==> src/rtl/if_fetch_queue_if.sv <==
// rtl/if_fetch_queue_if.sv - fetch queue bundle: redirect, instruction memory and decode handshake
interface if_fetch_queue_if;
    logic        redirect;
    logic [31:0] redirect_pc;
    logic        imem_req;
    logic [31:0] imem_addr;
    logic        imem_ack;
    logic [31:0] imem_rdata;
    logic [31:0] inst;
    logic [31:0] inst_pc;
    logic        inst_valid;
    logic        inst_ready;

    // fetch queue side
    modport master (
        input  redirect, redirect_pc, imem_ack, imem_rdata, inst_ready,
        output imem_req, imem_addr, inst, inst_pc, inst_valid
    );

    // memory / execute / decode side
    modport slave (
        output redirect, redirect_pc, imem_ack, imem_rdata, inst_ready,
        input  imem_req, imem_addr, inst, inst_pc, inst_valid
    );
endinterface

==> src/rtl/if_fetch_queue.sv <==
// rtl/if_fetch_queue.sv - instruction fetch FSM with {pc, word} FIFO feeding decode
module if_fetch_queue #(
    parameter int          DEPTH    = 4,
    parameter logic [31:0] RESET_PC = 32'h0000_0000,
    parameter logic [31:0] NOP_INST = 32'h0000_0013
) (
    input logic            clk,
    input logic            rst,
    if_fetch_queue_if.master bus
);
    localparam int AW = $clog2(DEPTH);
    localparam int CW = AW + 1;
    localparam logic [CW-1:0] FULL = CW'(DEPTH);

    typedef enum logic [1:0] {IDLE, REQ, DISCARD} state_t;

    state_t          r_state;
    logic [31:0]     r_fetch_pc;
    logic [31:0]     r_pending_pc;
    logic            r_imem_req;
    logic [CW-1:0]   r_count;
    logic [AW-1:0]   r_wptr;
    logic [AW-1:0]   r_rptr;
    logic [31:0]     r_pc_mem   [DEPTH];
    logic [31:0]     r_word_mem [DEPTH];

    logic [31:0]     w_redirect_pc;
    logic            w_push;
    logic            w_pop;
    logic            w_valid;
    logic [CW-1:0]   w_count_next;

    assign w_redirect_pc = bus.redirect_pc & ~32'h0000_0003;
    assign w_valid       = (r_count != '0);
    assign w_pop         = w_valid && bus.inst_ready;
    // Data returned while a redirect is live belongs to the wrong path.
    assign w_push        = (r_state == REQ) && bus.imem_ack && !bus.redirect;

    // Occupancy after this cycle's push/pop, ignoring flush.
    always_comb begin
        w_count_next = r_count;
        if (w_push && !w_pop) begin
            w_count_next = r_count + CW'(1);
        end else if (!w_push && w_pop) begin
            w_count_next = r_count - CW'(1);
        end
    end

    // Fetch FSM; imem_addr is fetch_pc itself, which stays put through DISCARD.
    always_ff @(posedge clk) begin
        if (rst) begin
            r_state      <= IDLE;
            r_fetch_pc   <= RESET_PC;
            r_pending_pc <= 32'h0;
            r_imem_req   <= 1'b0;
        end else begin
            case (r_state)
                IDLE: begin
                    if (bus.redirect) begin
                        r_fetch_pc <= w_redirect_pc;
                        r_state    <= REQ;
                        r_imem_req <= 1'b1;
                    end else if (r_count < FULL) begin
                        r_state    <= REQ;
                        r_imem_req <= 1'b1;
                    end
                end
                REQ: begin
                    if (bus.imem_ack) begin
                        if (bus.redirect) begin
                            r_fetch_pc <= w_redirect_pc;
                            r_state    <= REQ;
                            r_imem_req <= 1'b1;
                        end else begin
                            r_fetch_pc <= r_fetch_pc + 32'd4;
                            if (w_count_next < FULL) begin
                                r_state    <= REQ;
                                r_imem_req <= 1'b1;
                            end else begin
                                r_state    <= IDLE;
                                r_imem_req <= 1'b0;
                            end
                        end
                    end else if (bus.redirect) begin
                        // The outstanding request must complete before restarting.
                        r_pending_pc <= w_redirect_pc;
                        r_state      <= DISCARD;
                    end
                end
                DISCARD: begin
                    if (bus.imem_ack) begin
                        r_fetch_pc <= bus.redirect ? w_redirect_pc : r_pending_pc;
                        r_state    <= REQ;
                    end else if (bus.redirect) begin
                        r_pending_pc <= w_redirect_pc;
                    end
                end
                default: begin
                    r_state    <= IDLE;
                    r_imem_req <= 1'b0;
                end
            endcase
        end
    end

    // FIFO pointers and occupancy; a redirect flushes everything, beating a same-cycle pop.
    always_ff @(posedge clk) begin
        if (rst || bus.redirect) begin
            r_wptr  <= '0;
            r_rptr  <= '0;
            r_count <= '0;
        end else begin
            if (w_push) begin
                r_wptr <= r_wptr + AW'(1);
            end
            if (w_pop) begin
                r_rptr <= r_rptr + AW'(1);
            end
            r_count <= w_count_next;
        end
    end

    // FIFO storage; contents are only observed through the valid-gated head mux.
    always_ff @(posedge clk) begin
        if (w_push) begin
            r_pc_mem[r_wptr]   <= r_fetch_pc;
            r_word_mem[r_wptr] <= bus.imem_rdata;
        end
    end

    assign bus.imem_req   = r_imem_req;
    assign bus.imem_addr  = r_fetch_pc;
    assign bus.inst_valid = w_valid;
    assign bus.inst       = w_valid ? r_word_mem[r_rptr] : NOP_INST;
    assign bus.inst_pc    = w_valid ? r_pc_mem[r_rptr] : 32'h0;
endmodule
==> src/flat_wrapper.sv <==
// flat-port wrapper written by rule: the top's interface ports become plain ports
module if_fetch_queue_flat 
#(
    parameter int          DEPTH    = 4,
    parameter logic [31:0] RESET_PC = 32'h0000_0000,
    parameter logic [31:0] NOP_INST = 32'h0000_0013
)
  (clk, rst, bus_redirect, bus_redirect_pc, bus_imem_ack, bus_imem_rdata, bus_inst_ready, bus_imem_req, bus_imem_addr, bus_inst, bus_inst_pc, bus_inst_valid);
  if_fetch_queue_if bus_i ();
  input logic clk;
  input logic rst;
  input wire logic [$bits(bus_i.redirect)-1:0] bus_redirect;
  input wire logic [$bits(bus_i.redirect_pc)-1:0] bus_redirect_pc;
  input wire logic [$bits(bus_i.imem_ack)-1:0] bus_imem_ack;
  input wire logic [$bits(bus_i.imem_rdata)-1:0] bus_imem_rdata;
  input wire logic [$bits(bus_i.inst_ready)-1:0] bus_inst_ready;
  output wire logic [$bits(bus_i.imem_req)-1:0] bus_imem_req;
  output wire logic [$bits(bus_i.imem_addr)-1:0] bus_imem_addr;
  output wire logic [$bits(bus_i.inst)-1:0] bus_inst;
  output wire logic [$bits(bus_i.inst_pc)-1:0] bus_inst_pc;
  output wire logic [$bits(bus_i.inst_valid)-1:0] bus_inst_valid;
  assign bus_i.redirect = bus_redirect;
  assign bus_i.redirect_pc = bus_redirect_pc;
  assign bus_i.imem_ack = bus_imem_ack;
  assign bus_i.imem_rdata = bus_imem_rdata;
  assign bus_i.inst_ready = bus_inst_ready;
  assign bus_imem_req = bus_i.imem_req;
  assign bus_imem_addr = bus_i.imem_addr;
  assign bus_inst = bus_i.inst;
  assign bus_inst_pc = bus_i.inst_pc;
  assign bus_inst_valid = bus_i.inst_valid;
  if_fetch_queue #(.DEPTH(DEPTH), .RESET_PC(RESET_PC), .NOP_INST(NOP_INST)) u_core (.clk(clk), .rst(rst), .bus(bus_i));
endmodule
==> config.mk <==
export PLATFORM = sky130hd
export DESIGN_NAME = if_fetch_queue_flat
export DESIGN_NICKNAME = d
export VERILOG_FILES = /design/src/rtl/if_fetch_queue_if.sv /design/src/rtl/if_fetch_queue.sv /design/src/flat_wrapper.sv
export SDC_FILE = /design/constraint.sdc
export NUM_CORES = 1
export LEC_CHECK = 0
export CAP_MARGIN = 0
export CELL_PAD_IN_SITES_DETAIL_PLACEMENT = 0
export CELL_PAD_IN_SITES_GLOBAL_PLACEMENT = 1
export CORE_ASPECT_RATIO = 1.4
export CORE_MARGIN = 2
export CORE_UTILIZATION = 50
export DETAILED_ROUTE_END_ITERATION = 8
export MAX_ROUTING_LAYER = met4
export PLACE_DENSITY = 0.89
export SYNTH_ARGS = -nofsm -noshare
export SYNTH_HDL_FRONTEND = slang
export SYNTH_SLANG_ARGS = --single-unit
==> constraint.sdc <==
create_clock -name clk -period 9.6 [get_ports clk]
set_input_delay 1.92 -clock clk [delete_from_list [all_inputs] [get_ports clk]]
set_output_delay 1.92 -clock clk [all_outputs]
set_load 0.02 [all_outputs]
==> qor.txt, run 1 <==
Synth area leader = edfxtp_1
I/O Pins = 167
first-pass GRT wire length = 49,800 um
R2R cell count = 8
pwr dens = 196 mW/mm2
CTS tree = yes
CTS Buf Count = 30
H-tree depth = 1
Root Driver = clkbuf_16
Area Overhead vs Synth = 20.9%
crit path max fanout = 46
Worst EP required = 7680 ps
Starting Density = 50.5%
Die X = 147 um
number of synthesized flops with an enable pin = 256
final setup vio count = 0
vias per cell = 5.84
area of the mapped netlist = 0.0143 mm2
FMAX = 0.190 GHz
mean cell area of the mapped netlist = 14.0 um2
post_cts resized = 0
synth unique cells = 65
register area share after synthesis = 64.4%
initial antenna violation count = 0
dominant cells by area after synthesis = edfxtp_1, dfxtp_1, mux4_2
Placed Instances = 1,509
Routed wire per std cell = 20.5 um
HPWL after DPL = 19,500 um
Slew Limit Fails = 0
# nets final = 1,250
share of layout cells above drive strength 1 = 12.8%
number of diodes = 0
via count = 9,139
Iter 0 DRT Violations = 759
pre-CTS setup slack = 4500 ps
final setup margin = 4340 ps
Final Util = 61.1%
count of mapped cells out of synthesis = 1,024
outcome = complete, no violations
Async S/R FF share, synth = 0%
Final GP Congestion = 0.863
Setup Crit Path Kind = flop to output pin
period utilization = 54.8%
Cell Count, Final, Fillers Out = 1,566
worst r2r src = u_core.r_state[1]$_SDFFE_PP0P_
first-pass detailed-route iteration total = 5
setup TNS = 0 ps
DRT antenna net count = 0
Mapped Nets = 1,107
hold depth = 2
Worst Setup Start Kind = flop
HP Class = flop to flop
vias in the first global route = 9,089
fin crit period = 5260 ps
max cap viols = 0
placement-stage cell area = 0.0163 mm2
top_reg_cell synth = edfxtp_1
Worst Hold End = u_core.r_pending_pc[26]$_SDFFE_PP0P_
synthesized flop and latch total = 332
RSZ-0062 raised after global routing = no
Hold Path Origin = u_core.r_pending_pc[26]$_SDFFE_PP0P_
fin area = 0.0173 mm2
clk slew on worst S/H paths = 70 ps
Worst Tran Pin Value = 1100 ps
Worst R2R End = u_core.bus.imem_addr[28]$_SDFFE_PP0P_
Ys Warns = 0
Placeable Area = 0.0283 mm2
IO buf count = 164
num rows = 73
Hold Vio Cnt, Final = 0
max_slew headroom = 26.6%
share of the synthesized area in the top cell type = 53.7%
hold buffers post-CTS = 0
CTS sink cnt = 332
largest net degree at the start of global routing = 71
Worst-Skew Late Latency = 570 ps
CP endpoint kind = output pin
Post-CTS Setup Bufs = 0
GRT Residual Overflow = 0
DIE HEIGHT = 204 um
reg2reg setup slack = 6380 ps
die area = 0.0300 mm2
GRT Overall Usage = 21.9%
WP data arrival = 3340 ps
clock skew = 23.1 ps
final WL = 32,200 um
DRC = 0
VDD IR max = 0.151 mV
Leakage = 5.61 nW
clk buf depth = 3
## sequential cells by signal, summed over array words and instances (netlist names), named ones only
name,flops
u_core.r_wptr,2
u_core.r_pc_mem,128
u_core.r_word_mem,128
u_core.bus.imem_addr,32
u_core.r_state,2
u_core.bus.imem_req,1
u_core.r_count,3
u_core.r_pending_pc,32
u_core.r_rptr,2
## synth_stat cells, types with 7 or more instances
| cell type | n |
|---|---|
| edfxtp_1 | 256 |
| dfxtp_1 | 76 |
| ha_1 | 14 |
| buf_2 | 8 |
| and2_1 | 63 |
| mux2i_1 | 7 |
| a22o_1 | 26 |
| nor3b_1 | 7 |
| a211oi_1 | 8 |
| and3_1 | 14 |
| nand4_1 | 13 |
| or2_2 | 8 |
| nand2_1 | 100 |
| nor2_1 | 61 |
| clkbuf_1 | 55 |
| nor3_1 | 19 |
| a211o_1 | 7 |
| inv_1 | 18 |
| o21ai_0 | 20 |
| a21oi_1 | 44 |
| a22oi_1 | 13 |
| mux4_2 | 64 |
| nand3_1 | 14 |
| nor4_1 | 10 |
## worst max path at each step
stage / to / slack [ps]
floorplan: u_core.r_pc_mem[0][0]$_DFFE_PP_ / 5110
global placement: u_core.bus.imem_addr[27]$_SDFFE_PP0P_ / 4420
detailed placement: u_core.bus.imem_addr[27]$_SDFFE_PP0P_ / 4500
CTS: bus_inst_pc[3] / 4190
global route: bus_inst_pc[12] / 4100
finish: bus_inst_pc[4] / 4340
## per-layer routing
metal	up-vias	track usage, %	wire length, um
li1	4251	-	-
met1	4526	26.3	12700
met2	307	38.8	16900
met3	55	2.25	1720
met4	0	7.52	888
met5	-	-	0
## report_power, final
group	switching, mW	total [mW]	internal [mW]
Clock	0.516	1.21	0.696
Combinational	0.259	0.453	0.194
Sequential	0.101	1.73	1.63
Total	0.875	3.39	2.52
## cell usage in the layout (no fill, tap or decap), types with 5 or more instances in the layout
cell type          n
nand4_1           13
nand3_1           14
and2_1            63
nor3b_1            6
dfxtp_1           74
nand2_1          100
a211o_1            7
buf_4             11
nor3_1            18
nor4_1            10
edfxtp_1         256
clkdlybuf4s50_1  163
a211oi_1           8
mux2i_1            7
o21ai_0           19
clkbuf_16         31
nor2_1            61
clkbuf_1           6
inv_1             17
and3_1            10
a22oi_1           13
nand3b_1           5
a22o_1            26
mux4_2            64
nor2b_1            5
mux2_2             5
or2_2              8
clkinv_1           5
ha_1              14
o211ai_1           5
a21oi_1           44
o31ai_1            5
## logic make-up after synthesis
logic type	Yosys count	synth area share [%]
simple gates	341	12.3
flops	332	64.4
compound gates	172	8.51
buf+inv	83	2.25
mux	76	11.0
fa+ha+maj	14	1.22
xor+xnor	6	0.367
## critical path: stages, from the launching register on
cell and delay (ps):
dfxtp_4 590, buf_4 780, mux4_2 590, and2_1 210
clkdlybuf4s50_1 550
## stage by stage
stage / hold WS, ps / total power, mW
detailed placement: 447 / 2.21
global route: 468 / 3.52
global placement: 441 / 2.20
finish: 453 / 3.39
floorplan: 434 / 1.99
CTS: 455 / 3.41
## layout make-up
type,instances,area [um2]
repair buffers,176,1730
multi-input cells,609,4810
flip-flops and latches,332,9220
inverters,18,67.6
clock buffers,40,840
well taps,375,469
fillers,2212,11000
clock inverters,16,165
Note: power is estimated with default switching activity, not from simulation.
==> run 2: changes to the inputs <==
Settings changed: CORE_UTILIZATION 50 to 46, PLACE_DENSITY 0.89 to 0.83.
Clock period 9.6 ns to 4.92 ns, I/O delays scaled along.
==> run 2 against run 1 <==
Routed wire length is 0.67% lower. Final area is 1.5% higher. Highest routed layer unchanged. Register-to-register slack worse by 4700 ps. Critical path depth is 3 higher.
==> qor.txt, run 2 (same netlist as run 1, synthesis figures left out) <==
fillcell total = 2,421 (was 2,212)
Final GP Congestion = 0.863 (about the same)
Post-CTS Setup Bufs = 0 (unchanged)
max_slew headroom = 35.7% (was 26.6%)
Slew Limit Fails = 0 (unchanged)
I/O Pins = 167 (unchanged)
VDD IR max = 0.214 mV (was 0.151 mV)
# nets final = 1,266 (was 1,250)
pre-CTS setup slack = 1320 ps (was 4500 ps)
pwr dens = 390 mW/mm2 (was 196 mW/mm2)
Worst-Skew Late Latency = 570 ps (about the same)
Sw Ratio = 25.2% (was 25.8%)
Worst EP required = 3940 ps (was 7680 ps)
CTS sink cnt = 332 (unchanged)
Worst Tran Pin Value = 961 ps (was 1100 ps)
clock skew = 20.8 ps (was 23.1 ps)
Hold Vio Cnt, Final = 0 (unchanged)
DRC = 0 (unchanged)
CTS tree = yes (unchanged)
P_sw = 1.72 mW (was 0.875 mW)
Final Util = 57.2% (was 61.1%)
final setup vio count = 0 (unchanged)
HPWL after DPL = 21,200 um (was 19,500 um)
Comb pwr share = 13.0% (was 13.3%)
Internal Power = 5.13 mW (was 2.52 mW)
GRT Residual Overflow = 0 (unchanged)
final WL = 31,900 um (was 32,200 um)
CTS Buf Count = 30 (unchanged)
Area Overhead vs Synth = 22.7% (was 20.9%)
Hold WS = 453 ps (about the same)
Setup Crit Path Kind = flop to output pin (unchanged)
post_cts resized = 0 (unchanged)
DRT antenna net count = 0 (unchanged)
Iter 0 DRT Violations = 610 (was 759)
first-pass GRT wire length = 50,400 um (was 49,800 um)
Worst Setup Start Kind = flop (unchanged)
clk slew on worst S/H paths = 70 ps (about the same)
setup TNS = 0 ps (unchanged)
initial antenna violation count = 0 (unchanged)
top flop regs = u_core.r_pc_mem: 128 flops, u_core.r_word_mem: 128 flops (unchanged)
H-tree depth = 1 (unchanged)
clock share of power = 37.8% (was 35.7%)
largest net degree at the start of global routing = 65 (was 71)
via count = 9,050 (was 9,139)
Starting Density = 46.6% (was 50.5%)
fin crit period = 4060 ps
DIE HEIGHT = 213 um (was 204 um)
FF+latch area = 0.00922 mm2 (unchanged)
die area = 0.0326 mm2 (was 0.0300 mm2)
share of layout cells above drive strength 1 = 14.3% (was 12.8%)
Die X = 153 um (was 147 um)
period utilization = 82.6%
HP Class = flop to flop (unchanged)
clk buf depth = 3 (unchanged)
vias per cell = 5.67 (was 5.84)
commonest non-fill, non-tap cell in the layout = edfxtp_1 (unchanged)
num rows = 76 (was 73)
first-pass detailed-route iteration total = 4 (was 5)
Root Driver = clkbuf_16 (unchanged)
CP endpoint kind = output pin (unchanged)
max cap viols = 0 (unchanged)
GRT Overall Usage = 20.0% (was 21.9%)
Routed wire per std cell = 20.0 um (was 20.5 um)
outcome = complete, no violations (unchanged)
area of the multi-input gates = 0.00480 mm2 (was 0.00481 mm2)
most frequent cells in the layout = edfxtp_1, clkdlybuf4s50_1, nand2_1 (unchanged)
final setup margin = 858 ps (was 4340 ps)
WP data arrival = 3080 ps (was 3340 ps)
RSZ-0062 raised after global routing = no (unchanged)
crit path max fanout = 38 (was 46)
number of diodes = 0 (unchanged)
IO buf count = 164 (unchanged)
vias in the first global route = 8,981 (was 9,089)
sequential power share = 49.3% (was 50.9%)
Placeable Area = 0.0307 mm2 (was 0.0283 mm2)
hold buffers post-CTS = 0 (unchanged)
Leakage = 5.75 nW (was 5.61 nW)
FMAX = 0.246 GHz
## run 2: critical path, cell delays in order, from the launching register on
cell and delay, ps:
dfxtp_1 380, inv_1 80, ha_1 180, nor2b_1 200, inv_2 370, buf_4 430
and2_1 180, clkdlybuf4s50_1 670
## run 2: cell type report
type	count	area share, %
timing repair buffer	192	10.7
multi-input combinational	609	27.4
sequential	332	52.5
inverter	18	0.385
clock buffer	35	4.44
clock inverter	21	1.90
tap	390	2.78
## run 2: stage by stage
| stage | area [um2] | std cells | power [mW] |
|---|---|---|---|
| CTS | 17600 | 1597 | 6.90 |
| global placement | 16400 | 1541 | 4.30 |
| detailed placement | 16400 | 1541 | 4.32 |
| global route | 17600 | 1597 | 7.09 |
| finish | 17600 | 1597 | 6.85 |
| floorplan | 14300 | 1024 | 3.88 |
## run 2: worst paths after layout
path	cells after the start	slack [ps]	start	to
worst max-delay path	7	860	u_core.r_count[0]$_SDFFE_PP0P_	bus_inst_pc[12]
worst min-delay path	2	450	u_core.r_pending_pc[7]$_SDFFE_PP0P_	u_core.r_pending_pc[7]$_SDFFE_PP0P_
worst max register to register	13	1690	u_core.r_count[0]$_SDFFE_PP0P_	u_core.bus.imem_req$_SDFFE_PP0P_
worst min register to register	2	450	u_core.r_pending_pc[7]$_SDFFE_PP0P_	u_core.r_pending_pc[7]$_SDFFE_PP0P_
## run 2: power by group through the flow
stage	clock [mW]	sequential [mW]	combinational, mW
3_5_place_dp	0	3.43	0.884
2_1_floorplan	0	3.42	0.461
5_1_grt	2.74	3.39	0.961
6_report	2.59	3.37	0.888
3_3_place_gp	0	3.42	0.877
4_1_cts	2.64	3.37	0.889
## run 2: metal layers
metal  vias up  wire, um  GRT usage, %
met4         0       721          5.94
met1      4471     13200          24.9
met5         -         0             -
li1       4281         -             -
met3        48      1350          2.03
met2       250     16700          35.1
